**config.mk**
```make
export PLATFORM = sky130hd
export DESIGN_NAME = clk_reset_seq
export DESIGN_NICKNAME = d
export VERILOG_FILES = /design/src/rtl/clk_reset_seq.sv
export SDC_FILE = /design/constraint.sdc
export NUM_CORES = 1
export LEC_CHECK = 0
export BUFFER_PORTS_ARGS = -buffer_cell sky130_fd_sc_hd__buf_2
export CAP_MARGIN = 0
export CORE_ASPECT_RATIO = 0.5
export CORE_MARGIN = 3
export CORE_UTILIZATION = 57
export DETAILED_ROUTE_END_ITERATION = 8
export PLACE_DENSITY = 0.81
export SLEW_MARGIN = 20
export SYNTH_ARGS = -nofsm -noshare
export SYNTH_HDL_FRONTEND = slang
export SYNTH_SLANG_ARGS = --single-unit
export TNS_END_PERCENT = 20
```
**constraint.sdc**
```tcl
create_clock -name eclk -period 6.7 [get_ports eclk]
set_input_delay 1.34 -clock eclk [delete_from_list [all_inputs] [get_ports eclk]]
set_output_delay 1.34 -clock eclk [all_outputs]
set_load 0.01 [all_outputs]
```
**src/rtl/clk_reset_seq.sv**
```systemverilog
// Multi-channel phase-clock / chip-reset sequencer with run/halt, run-length limit
// and an optional single-step handshake compiled in with CLKSEQ_STEP_EN.
module clk_reset_seq #(
  parameter int NCHAN        = 2,
  parameter int HALF_W       = 8,
  parameter int RESET_CYCLES = 8,
  parameter int RUN_W        = 32
) (
  input  logic                    eclk,
  input  logic                    ereset,
  input  logic [NCHAN*HALF_W-1:0] half_period,
  input  logic                    run,
  input  logic [RUN_W-1:0]        run_limit,
  input  logic [NCHAN-1:0]        rst_req,
  input  logic                    step_req,
  output logic                    step_ack,
  output logic [NCHAN-1:0]        clk0,
  output logic [NCHAN-1:0]        res,
  output logic [RUN_W-1:0]        cycles,
  output logic                    done
);
  localparam int RC_W = $clog2(RESET_CYCLES + 1);

  localparam logic [1:0] ST_HALT = 2'd0;
  localparam logic [1:0] ST_RUN  = 2'd1;
`ifdef CLKSEQ_STEP_EN
  localparam logic [1:0] ST_STEP = 2'd2;
`endif
  localparam logic [1:0] ST_DONE = 2'd3;

  logic [1:0]       state;
  logic [1:0]       state_next;
  logic             active;
  logic [NCHAN-1:0] tog;
  logic [NCHAN-1:0] fall;
  logic [RUN_W-1:0] cycles_next;
  logic             limit_hit;

  assign active = (state == ST_RUN)
`ifdef CLKSEQ_STEP_EN
                || (state == ST_STEP)
`endif
                ;

  genvar gi;
  generate
    for (gi = 0; gi < NCHAN; gi++) begin : g_chan
      logic [HALF_W-1:0] cnt;
      logic [HALF_W-1:0] hp;
      logic [HALF_W-1:0] hp_field;
      logic [HALF_W-1:0] hp_eff;
      logic              phase;
      logic              res_bit;
      logic [RC_W-1:0]   rcnt;
      logic [RC_W-1:0]   rcnt_next;

      assign hp_field = half_period[gi*HALF_W +: HALF_W];
      assign hp_eff   = (hp_field == '0) ? HALF_W'(1) : hp_field;
      assign tog[gi]  = active && (cnt == hp - HALF_W'(1));
      assign fall[gi] = tog[gi] && phase;
      assign clk0[gi] = phase;
      assign res[gi]  = res_bit;

      // A reload request beats a coincident falling-edge decrement.
      always_comb begin
        rcnt_next = rcnt;
        if (rst_req[gi])
          rcnt_next = RC_W'(RESET_CYCLES);
        else if (fall[gi] && (rcnt != '0))
          rcnt_next = rcnt - RC_W'(1);
      end

      always_ff @(posedge eclk) begin
        if (!ereset) begin
          cnt     <= '0;
          hp      <= hp_eff;
          phase   <= 1'b0;
          rcnt    <= RC_W'(RESET_CYCLES);
          res_bit <= 1'b0;
        end else begin
          if (tog[gi]) begin
            cnt   <= '0;
            hp    <= hp_eff;
            phase <= ~phase;
          end else if (active) begin
            cnt <= cnt + HALF_W'(1);
          end
          rcnt    <= rcnt_next;
          res_bit <= (rcnt_next == '0);
        end
      end
    end
  endgenerate

  assign cycles_next = (fall[0] && (cycles != '1)) ? cycles + RUN_W'(1) : cycles;
  assign limit_hit   = (run_limit != '0) && (cycles_next == run_limit);

  always_comb begin
    state_next = state;
    case (state)
      ST_HALT: begin
        if (run)
          state_next = ST_RUN;
`ifdef CLKSEQ_STEP_EN
        else if (step_req)
          state_next = ST_STEP;
`endif
      end
      ST_RUN: if (!run) state_next = ST_HALT;
`ifdef CLKSEQ_STEP_EN
      ST_STEP: if (tog[0]) state_next = run ? ST_RUN : ST_HALT;
`endif
      default: state_next = state;
    endcase
    if (limit_hit)
      state_next = ST_DONE;
  end

  always_ff @(posedge eclk) begin
    if (!ereset) begin
      state  <= ST_HALT;
      cycles <= '0;
      done   <= 1'b0;
    end else begin
      state  <= state_next;
      cycles <= cycles_next;
      done   <= (state_next == ST_DONE);
    end
  end

`ifdef CLKSEQ_STEP_EN
  // Ack lags the channel-0 toggle by one eclk; a step that hits the limit gets none.
  logic step_pend;
  always_ff @(posedge eclk) begin
    if (!ereset) begin
      step_pend <= 1'b0;
      step_ack  <= 1'b0;
    end else begin
      step_pend <= (state == ST_STEP) && tog[0] && !limit_hit;
      step_ack  <= step_pend;
    end
  end
`else
  logic unused_step;
  assign unused_step = step_req;
  assign step_ack    = 1'b0;
`endif

endmodule

```
==> results.py, run 1 <==
metrics = {
    "outcome": {
        "outcome": "finished clean",
    },
    "drt": {
        "drt_drc_violations_left": 0,
        "count_of_antenna_violating_nets_left_after_detailed_routing": 0,
        "drt-pass1-iter-count": 7,
        "postRouteWirelength_um": 12700,
        "vias_per_cell": 5.94,
        "num_vias": 4744,
        "wire_per_inst_um": 15.9,
        "drtIter0Drc": 454,
    },
    "global_route": {
        "grt_pass1_vias": 4331,
        "grt_overflow": 0,
        "number_of_antenna_violations_at_the_first_check_in_global_routing": 0,
        "grt_max_degree": 43,
        "combined_global_route_utilization_of_all_metal_layers_pct": 25.0,
        "grt_pass1_wl_um": 20800,
    },
    "setup_path": {
        "rr_startpoint": "g_chan[0].hp[0]",
        "timing.critical_path.from_type": "register",
        "required_ns": 6.98,
        "setup.worst_path.start": "g_chan[0].hp[0]",
        "sort_of_element_at_the_end_of_the_critical_path": "register",
        "path_max_fanout": 23,
        "worst-endpoint-arrival_ns": 4.82,
        "timing_worst_setup_path_type": "register to register",
    },
    "clock_tree": {
        "tritoncts.num_buffers": 9,
        "numClockSinks": 79,
        "cts-hold-fix-buffers": 0,
        "clk_latency_ns": 0.34,
        "cts-resized-gates": 0,
        "cts_htree_levels": 3,
        "cts-root-buf": "sky130_fd_sc_hd__clkbuf_16",
        "cts_setup_buffers": 0,
        "tritoncts": "built",
        "clk_pin_slew_worst_paths_ns": 0.06,
        "clockBufferDepth": 2,
    },
    "yosys": {
        "ys_dominant_reg_cell": "sky130_fd_sc_hd__dfxtp_1",
        "async_flop_share_pct": 0,
        "synthMuxAreaShare_pct": 1.79,
        "yosysTopAreaCell": "sky130_fd_sc_hd__dfxtp_1",
        "area_share_of_fa_ha_maj_cells_after_synthesis_pct": 1.70,
        "synth_area_per_cell_um2": 8.34,
        "synthesis.instances": 619,
        "post_synthesis_cell_area_um2": 5160,
        "synth-edff-count": 16,
        "synth.area.top_cells": "sky130_fd_sc_hd__dfxtp_1 24%, sky130_fd_sc_hd__edfxtp_1 9.3%, sky130_fd_sc_hd__xnor2_1 8.3%, sky130_fd_sc_hd__xor2_1 6.6%, sky130_fd_sc_hd__nor2_1 4.1%",
        "synth-xor-area-share_pct": 16.7,
        "synth_top_family_by_area": "simple AND/OR/NAND/NOR gates",
        "yosys.cell_types.count": 69,
        "yosys_warnings": 0,
        "synth.yosys.seq_area_share_pct": 33.7,
        "synthDominantCellAreaShare_pct": 24.4,
        "synth.net_count": 680,
        "share_of_synthesized_cell_area_in_and_or_nand_and_nor_gates_pct": 30.3,
        "synth_compound_gate_area_share_pct": 10.6,
        "postSynthRegisterBits": 79,
    },
    "sta": {
        "fin_worst_hold_slack_ns": 0.473,
        "setup_violations": 0,
        "unrepaired_setup_endpoints_after_global_routing": "no",
        "hold_viol": 0,
        "worst-slew-pin-transition_ns": 0.912,
        "period_share_pct": 67.7,
        "timing.setup.tns_ns": 0,
        "drv_slew": 0,
        "final.setup_skew_ns": 0.00498,
        "timing.max_slew.rel_slack_pct": 39.2,
        "layout_min_cycle_time_ns": 4.54,
        "achievable-frequency_mhz": 220,
    },
    "worst_hold_path": {
        "hold_class": "register to register",
        "hold_path_startpoint": "state[0]",
    },
    "place": {
        "hpwlAfterDp_um": 9270,
        "port_buffers": 89,
        "routabilityCongestion": 0.893,
    },
    "floorplanning": {
        "floorplan.die.width_um": 141,
        "initial_core_util_pct": 61.4,
        "floorplan.die.height_um": 73.3,
        "placementRows": 23,
        "fp.dieArea_um2": 10300,
        "top_level_ports": 92,
        "core_area_um2": 8400,
    },
    "layout": {
        "final_nets": 743,
        "multiInputGateArea_um2": 3160,
        "final_common_cell": "sky130_fd_sc_hd__buf_2",
        "layout_common_cells": "89 x sky130_fd_sc_hd__buf_2, 63 x sky130_fd_sc_hd__dfxtp_1, 57 x sky130_fd_sc_hd__nor2_1",
        "flow.area_growth_from_synthesis_pct": 15.1,
        "final-seq-area_um2": 1740,
        "fillCellCount": 687,
        "antennaDiodeCount": 0,
        "drive_above_1_share_pct": 17.3,
    },
    "pwr": {
        "totalPowerFinal_w": 0.00114,
        "power_density_relative_to_cell_area_nw_per_um2": 192,
        "ir_drop_mv": 0.136,
        "static-leakage-power_nw": 2.35,
    },
    "run": {
        "cap_viol_max_count": 0,
    },
}
-- synthesized netlist by cell type (5+ instances only) --
master                      number
sky130_fd_sc_hd__dfxtp_1        63
sky130_fd_sc_hd__nor2_1         57
sky130_fd_sc_hd__xnor2_1        49
sky130_fd_sc_hd__nand2_1        46
sky130_fd_sc_hd__xor2_1         39
sky130_fd_sc_hd__clkbuf_1       32
sky130_fd_sc_hd__and2_1         26
sky130_fd_sc_hd__nand3_1        26
sky130_fd_sc_hd__inv_1          25
sky130_fd_sc_hd__nor4_1         23
sky130_fd_sc_hd__nor3_1         21
sky130_fd_sc_hd__nand4_1        18
sky130_fd_sc_hd__edfxtp_1       16
sky130_fd_sc_hd__nor2b_1        15
sky130_fd_sc_hd__nand2b_1       13
sky130_fd_sc_hd__a21oi_1        12
sky130_fd_sc_hd__o21ai_0        11
sky130_fd_sc_hd__and3_1         10
sky130_fd_sc_hd__ha_1            7
sky130_fd_sc_hd__mux2i_1         7
sky130_fd_sc_hd__o2111ai_1       7
sky130_fd_sc_hd__and4_1          6
sky130_fd_sc_hd__or4_1           6
sky130_fd_sc_hd__buf_4           5
sky130_fd_sc_hd__o31ai_1         5
sky130_fd_sc_hd__or3_1           5
-- cell families after synthesis --
group / Yosys count
and+or+nand+nor: 289
AOI/OAI and AO/OA: 77
adders and majority gates: 7
buffers and inverters: 65
DFF: 79
other: 1
xor gates and xnor gates: 92
muxes: 9
-- where the power goes --
part / switching, W / total, W / internal (W) / leakage [nW]
sequential: 0.00000851 / 0.000502 / 0.000493 / 0.665
combinational: 0.0000464 / 0.0000856 / 0.0000392 / 1.52
clock: 0.000204 / 0.000556 / 0.000352 / 0.166
-- final cells by class --
type / count / share of cell area (%)
multi-input cells: 475 / 53.1
well taps: 112 / 2.36
inverters: 25 / 1.58
repair buffers: 92 / 7.88
clock inverters: 5 / 1.45
flip-flops and latches: 79 / 29.3
clock buffers: 11 / 4.27
-- state kept, by name (all words and copies together), names as in the netlist --
register        count
cycles             32
g_chan.cnt         16
g_chan.hp          16
g_chan.rcnt         8
g_chan.phase        2
g_chan.res_bit      2
state               2
done                1
-- critical path: stages (launching register included) --
cell,delay (ns)
sky130_fd_sc_hd__edfxtp_1,0.47
sky130_fd_sc_hd__inv_1,0.09
sky130_fd_sc_hd__ha_1,0.22
sky130_fd_sc_hd__nor3b_1,0.29
sky130_fd_sc_hd__xnor2_1,0.19
sky130_fd_sc_hd__o21ai_0,0.24
sky130_fd_sc_hd__or4_1,0.99
sky130_fd_sc_hd__nor3_1,0.55
sky130_fd_sc_hd__o32a_1,0.26
sky130_fd_sc_hd__nand4_1,0.10
sky130_fd_sc_hd__or4_1,0.42
sky130_fd_sc_hd__or4_4,0.57
sky130_fd_sc_hd__nand2_1,0.09
-- per-stage QoR --
stage / area (µm²) / setup WS, ns / utilization [%] / std cells
finish: 5940 / 2.16 / 70.7 / 799
global route: 5940 / 2.01 / 70.7 / 799
CTS: 5940 / 2.19 / 70.7 / 799
detailed placement: 5600 / 2.26 / 66.7 / 783
global placement: 5600 / 2.37 / 66.6 / 783
floorplan: 5160 / 2.97 / - / 619
-- metal layers --
layer | routed length [µm] | part of all wire, % | GRT usage, % | vias up
li1 | - | - | - | 2306
met1 | 5660 | 45 | 33.8 | 2204
met2 | 5710 | 45 | 39.7 | 207
met3 | 1080 | 8.5 | 6.24 | 27
met4 | 232 | 1.8 | 8.27 | 0
met5 | 0 | 0 | 0 | -
-- final timing paths --
path,end,slack [ns],cells after the start
setup / recovery,state[0],2.16,12
hold / removal,done,0.47,2
setup reg to reg,state[0],2.16,12
hold reg to reg,done,0.47,2
No activity file was read; power rests on OpenSTA's default activity.
==> run 2, diff against run 1 <==
- ABC_AREA: not set -> 1
- clock period: 6.7 -> 4.45 ns (I/O delays scaled with it)
==> results.py, run 2 <==
metrics = {
    "outcome": {
        "outcome": "finished clean",
    },
    "layout": {
        "max_flop_register": "cycles",
        "final_core_utilization_pct": 69.6,
        "final_nets": 983,
        "flow.area_growth_from_synthesis_pct": 13.7,
        "stdcell_area_um2": 6330,
        "antennaDiodeCount": 0,
        "drive_above_1_share_pct": 17.0,
        "final-seq-area_um2": 1740,
        "layout_common_cells": "237 x sky130_fd_sc_hd__nand2_1, 119 x sky130_fd_sc_hd__inv_1, 95 x sky130_fd_sc_hd__nor2_1",
        "largest_reg_flops": 32,
        "regs_by_ff_count": "cycles: 32 flops, g_chan.cnt: 16 flops, g_chan.hp: 16 flops",
        "multiInputGateArea_um2": 3200,
        "final_common_cell": "sky130_fd_sc_hd__nand2_1",
        "fillCellCount": 817,
    },
    "worst_hold_path": {
        "hold_path_startpoint": "g_chan[1].phase",
        "hold_class": "register to register",
    },
    "sta": {
        "drv_slew": 0,
        "setup_violations": 0,
        "timing.max_slew.rel_slack_pct": 53.6,
        "worst-slew-pin-transition_ns": 0.695,
        "hold_viol": 0,
        "fin_worst_hold_slack_ns": 0.476,
        "period_share_pct": 72.8,
        "achievable-frequency_mhz": 309,
        "timing.setup.tns_ns": 0,
        "layout_min_cycle_time_ns": 3.24,
        "final.setup_skew_ns": 0.00970,
        "setup_ws_ns": 1.21,
        "unrepaired_setup_endpoints_after_global_routing": "no",
    },
    "yosys": {
        "synth.area.top_cells": "sky130_fd_sc_hd__dfxtp_1 23%, sky130_fd_sc_hd__nand2_1 16%, sky130_fd_sc_hd__edfxtp_1 8.6%, sky130_fd_sc_hd__inv_1 8.0%, sky130_fd_sc_hd__nor2_1 6.4%",
        "ys_dominant_reg_cell": "sky130_fd_sc_hd__dfxtp_1",
        "post_synthesis_cell_area_um2": 5570,
        "synth.top_cells.by_count": "237 x sky130_fd_sc_hd__nand2_1, 119 x sky130_fd_sc_hd__inv_1, 95 x sky130_fd_sc_hd__nor2_1, 65 x sky130_fd_sc_hd__nand3_1, 63 x sky130_fd_sc_hd__dfxtp_1",
        "synth.yosys.seq_area_share_pct": 31.3,
        "synth_area_per_cell_um2": 6.57,
        "synthMostInstantiatedCell": "sky130_fd_sc_hd__nand2_1",
        "synth.net_count": 909,
        "synthesis.instances": 848,
        "postSynthRegisterBits": 79,
        "async_flop_share_pct": 0,
        "synthDominantCellAreaShare_pct": 22.6,
        "yosys.cell_types.count": 47,
        "yosysTopAreaCell": "sky130_fd_sc_hd__dfxtp_1",
        "synth-edff-count": 16,
        "yosys_warnings": 0,
    },
    "global_route": {
        "grt_overflow": 0,
        "grt_pass1_vias": 5032,
        "grt_pass1_wl_um": 23800,
        "number_of_antenna_violations_at_the_first_check_in_global_routing": 0,
        "combined_global_route_utilization_of_all_metal_layers_pct": 27.1,
        "grt_max_degree": 34,
    },
    "drt": {
        "postRouteWirelength_um": 14900,
        "drt_drc_violations_left": 0,
        "vias_per_cell": 5.38,
        "drt-pass1-iter-count": 5,
        "num_vias": 5683,
        "drtIter0Drc": 518,
        "count_of_antenna_violating_nets_left_after_detailed_routing": 0,
        "wire_per_inst_um": 14.1,
    },
    "setup_path": {
        "timing_worst_setup_path_type": "register to register",
        "timing.critical_path.from_type": "register",
        "required_ns": 4.75,
        "sort_of_element_at_the_end_of_the_critical_path": "register",
        "setup.worst_path.start": "g_chan[0].hp[0]",
        "rr_startpoint": "g_chan[0].hp[0]",
        "path_max_fanout": 9,
        "worst-endpoint-arrival_ns": 3.54,
    },
    "place": {
        "hpwlAfterDp_um": 11500,
        "placement.cell_area_um2": 6050,
        "port_buffers": 89,
        "preCtsSetupSlack_ns": 1.33,
        "routabilityCongestion": 0.928,
    },
    "floorplanning": {
        "floorplan.die.width_um": 146,
        "core_area_um2": 9100,
        "floorplan.die.height_um": 75.9,
        "initial_core_util_pct": 61.2,
        "fp.dieArea_um2": 11100,
        "placementRows": 24,
        "top_level_ports": 92,
    },
    "run": {
        "cap_viol_max_count": 0,
    },
    "clock_tree": {
        "cts-root-buf": "sky130_fd_sc_hd__clkbuf_16",
        "clk_pin_slew_worst_paths_ns": 0.06,
        "clockBufferDepth": 2,
        "cts-resized-gates": 0,
        "cts-hold-fix-buffers": 0,
        "tritoncts.num_buffers": 9,
        "numClockSinks": 79,
        "tritoncts": "built",
        "clk_latency_ns": 0.35,
        "cts_htree_levels": 3,
        "cts_setup_buffers": 0,
    },
    "pwr": {
        "power_density_relative_to_cell_area_nw_per_um2": 255,
        "ir_drop_mv": 0.173,
        "static-leakage-power_nw": 2.99,
    },
}
[run 2: cell count changes after synthesis, moves of 16 or more]
cell / change
sky130_fd_sc_hd__xor2_1: -16
sky130_fd_sc_hd__nand3_1: +39
sky130_fd_sc_hd__inv_1: +94
sky130_fd_sc_hd__and2_1: -26
sky130_fd_sc_hd__xnor2_1: -42
sky130_fd_sc_hd__nor2_1: +38
sky130_fd_sc_hd__nand2_1: +191
[run 2: critical path, cell delays in order (launching register included)]
cell and delay (ns):
sky130_fd_sc_hd__edfxtp_1 0.41, sky130_fd_sc_hd__inv_1 0.15, sky130_fd_sc_hd__ha_1 0.27, sky130_fd_sc_hd__nand2_1 0.07, sky130_fd_sc_hd__inv_1 0.04, sky130_fd_sc_hd__nor2_1 0.14, sky130_fd_sc_hd__nand3_2 0.10, sky130_fd_sc_hd__nor2_2 0.18
sky130_fd_sc_hd__nand3_2 0.11, sky130_fd_sc_hd__nor2_4 0.25, sky130_fd_sc_hd__nand3_2 0.26, sky130_fd_sc_hd__o21ai_1 0.29, sky130_fd_sc_hd__nand3_1 0.10, sky130_fd_sc_hd__nand2_1 0.08, sky130_fd_sc_hd__nand2_1 0.05, sky130_fd_sc_hd__nor2_1 0.16
sky130_fd_sc_hd__nand2_1 0.09, sky130_fd_sc_hd__nor2_1 0.14, sky130_fd_sc_hd__nand3_2 0.14, sky130_fd_sc_hd__o21ai_2 0.08, sky130_fd_sc_hd__nand2_1 0.06, sky130_fd_sc_hd__inv_1 0.05
[run 2: cell type report]
cell class,instances,share of cell area [%]
inverters,127,7.55
multi-input cells,613,50.5
clock inverters,5,0.514
flip-flops and latches,79,27.5
repair buffers,92,7.39
well taps,130,2.57
clock buffers,11,4.01
[run 2: cell families after synthesis]
| group | after synthesis | synth area share (%) |
|---|---|---|
| flops | 79 | 31.3 |
| fa+ha+maj | 7 | 1.57 |
| simple gates | 521 | 44.6 |
| compound gates | 51 | 5.21 |
| buf+inv | 156 | 11.3 |
| xor+xnor | 33 | 5.93 |
| other cells | 1 | 0.0673 |
[run 2: path summary, 6_finish.rpt]
| path | to | slack (ns) | depth (start not counted) |
|---|---|---|---|
| max reg2reg | done | 1.21 | 21 |
| max | done | 1.21 | 21 |
| min reg2reg | g_chan[1].phase | 0.48 | 2 |
| min | g_chan[1].phase | 0.48 | 2 |
[run 2: routing by layer]
| layer | vias to the layer above | wire, µm | GRT usage (%) |
|---|---|---|---|
| met4 | 0 | 282 | 8.52 |
| li1 | 2868 | - | - |
| met2 | 196 | 6760 | 46.8 |
| met5 | - | 0 | 0 |
| met3 | 29 | 1080 | 6.42 |
| met1 | 2590 | 6780 | 34.6 |
[run 2: through the flow]
| step | instances | total power [W] |
|---|---|---|
| after floorplan | 848 | 0.000855 |
| after global routing | 1057 | 0.00167 |
| after global placement | 1041 | 0.000901 |
| final | 1057 | 0.00161 |
| after detailed placement | 1041 | 0.000906 |
| after CTS | 1057 | 0.00162 |
[run 2: power by group]
| part | internal, W | switching, W |
|---|---|---|
| clock network | 0.000411 | 0.000309 |
| logic | 0.0000538 | 0.0000878 |
| registers | 0.000742 | 0.00000907 |
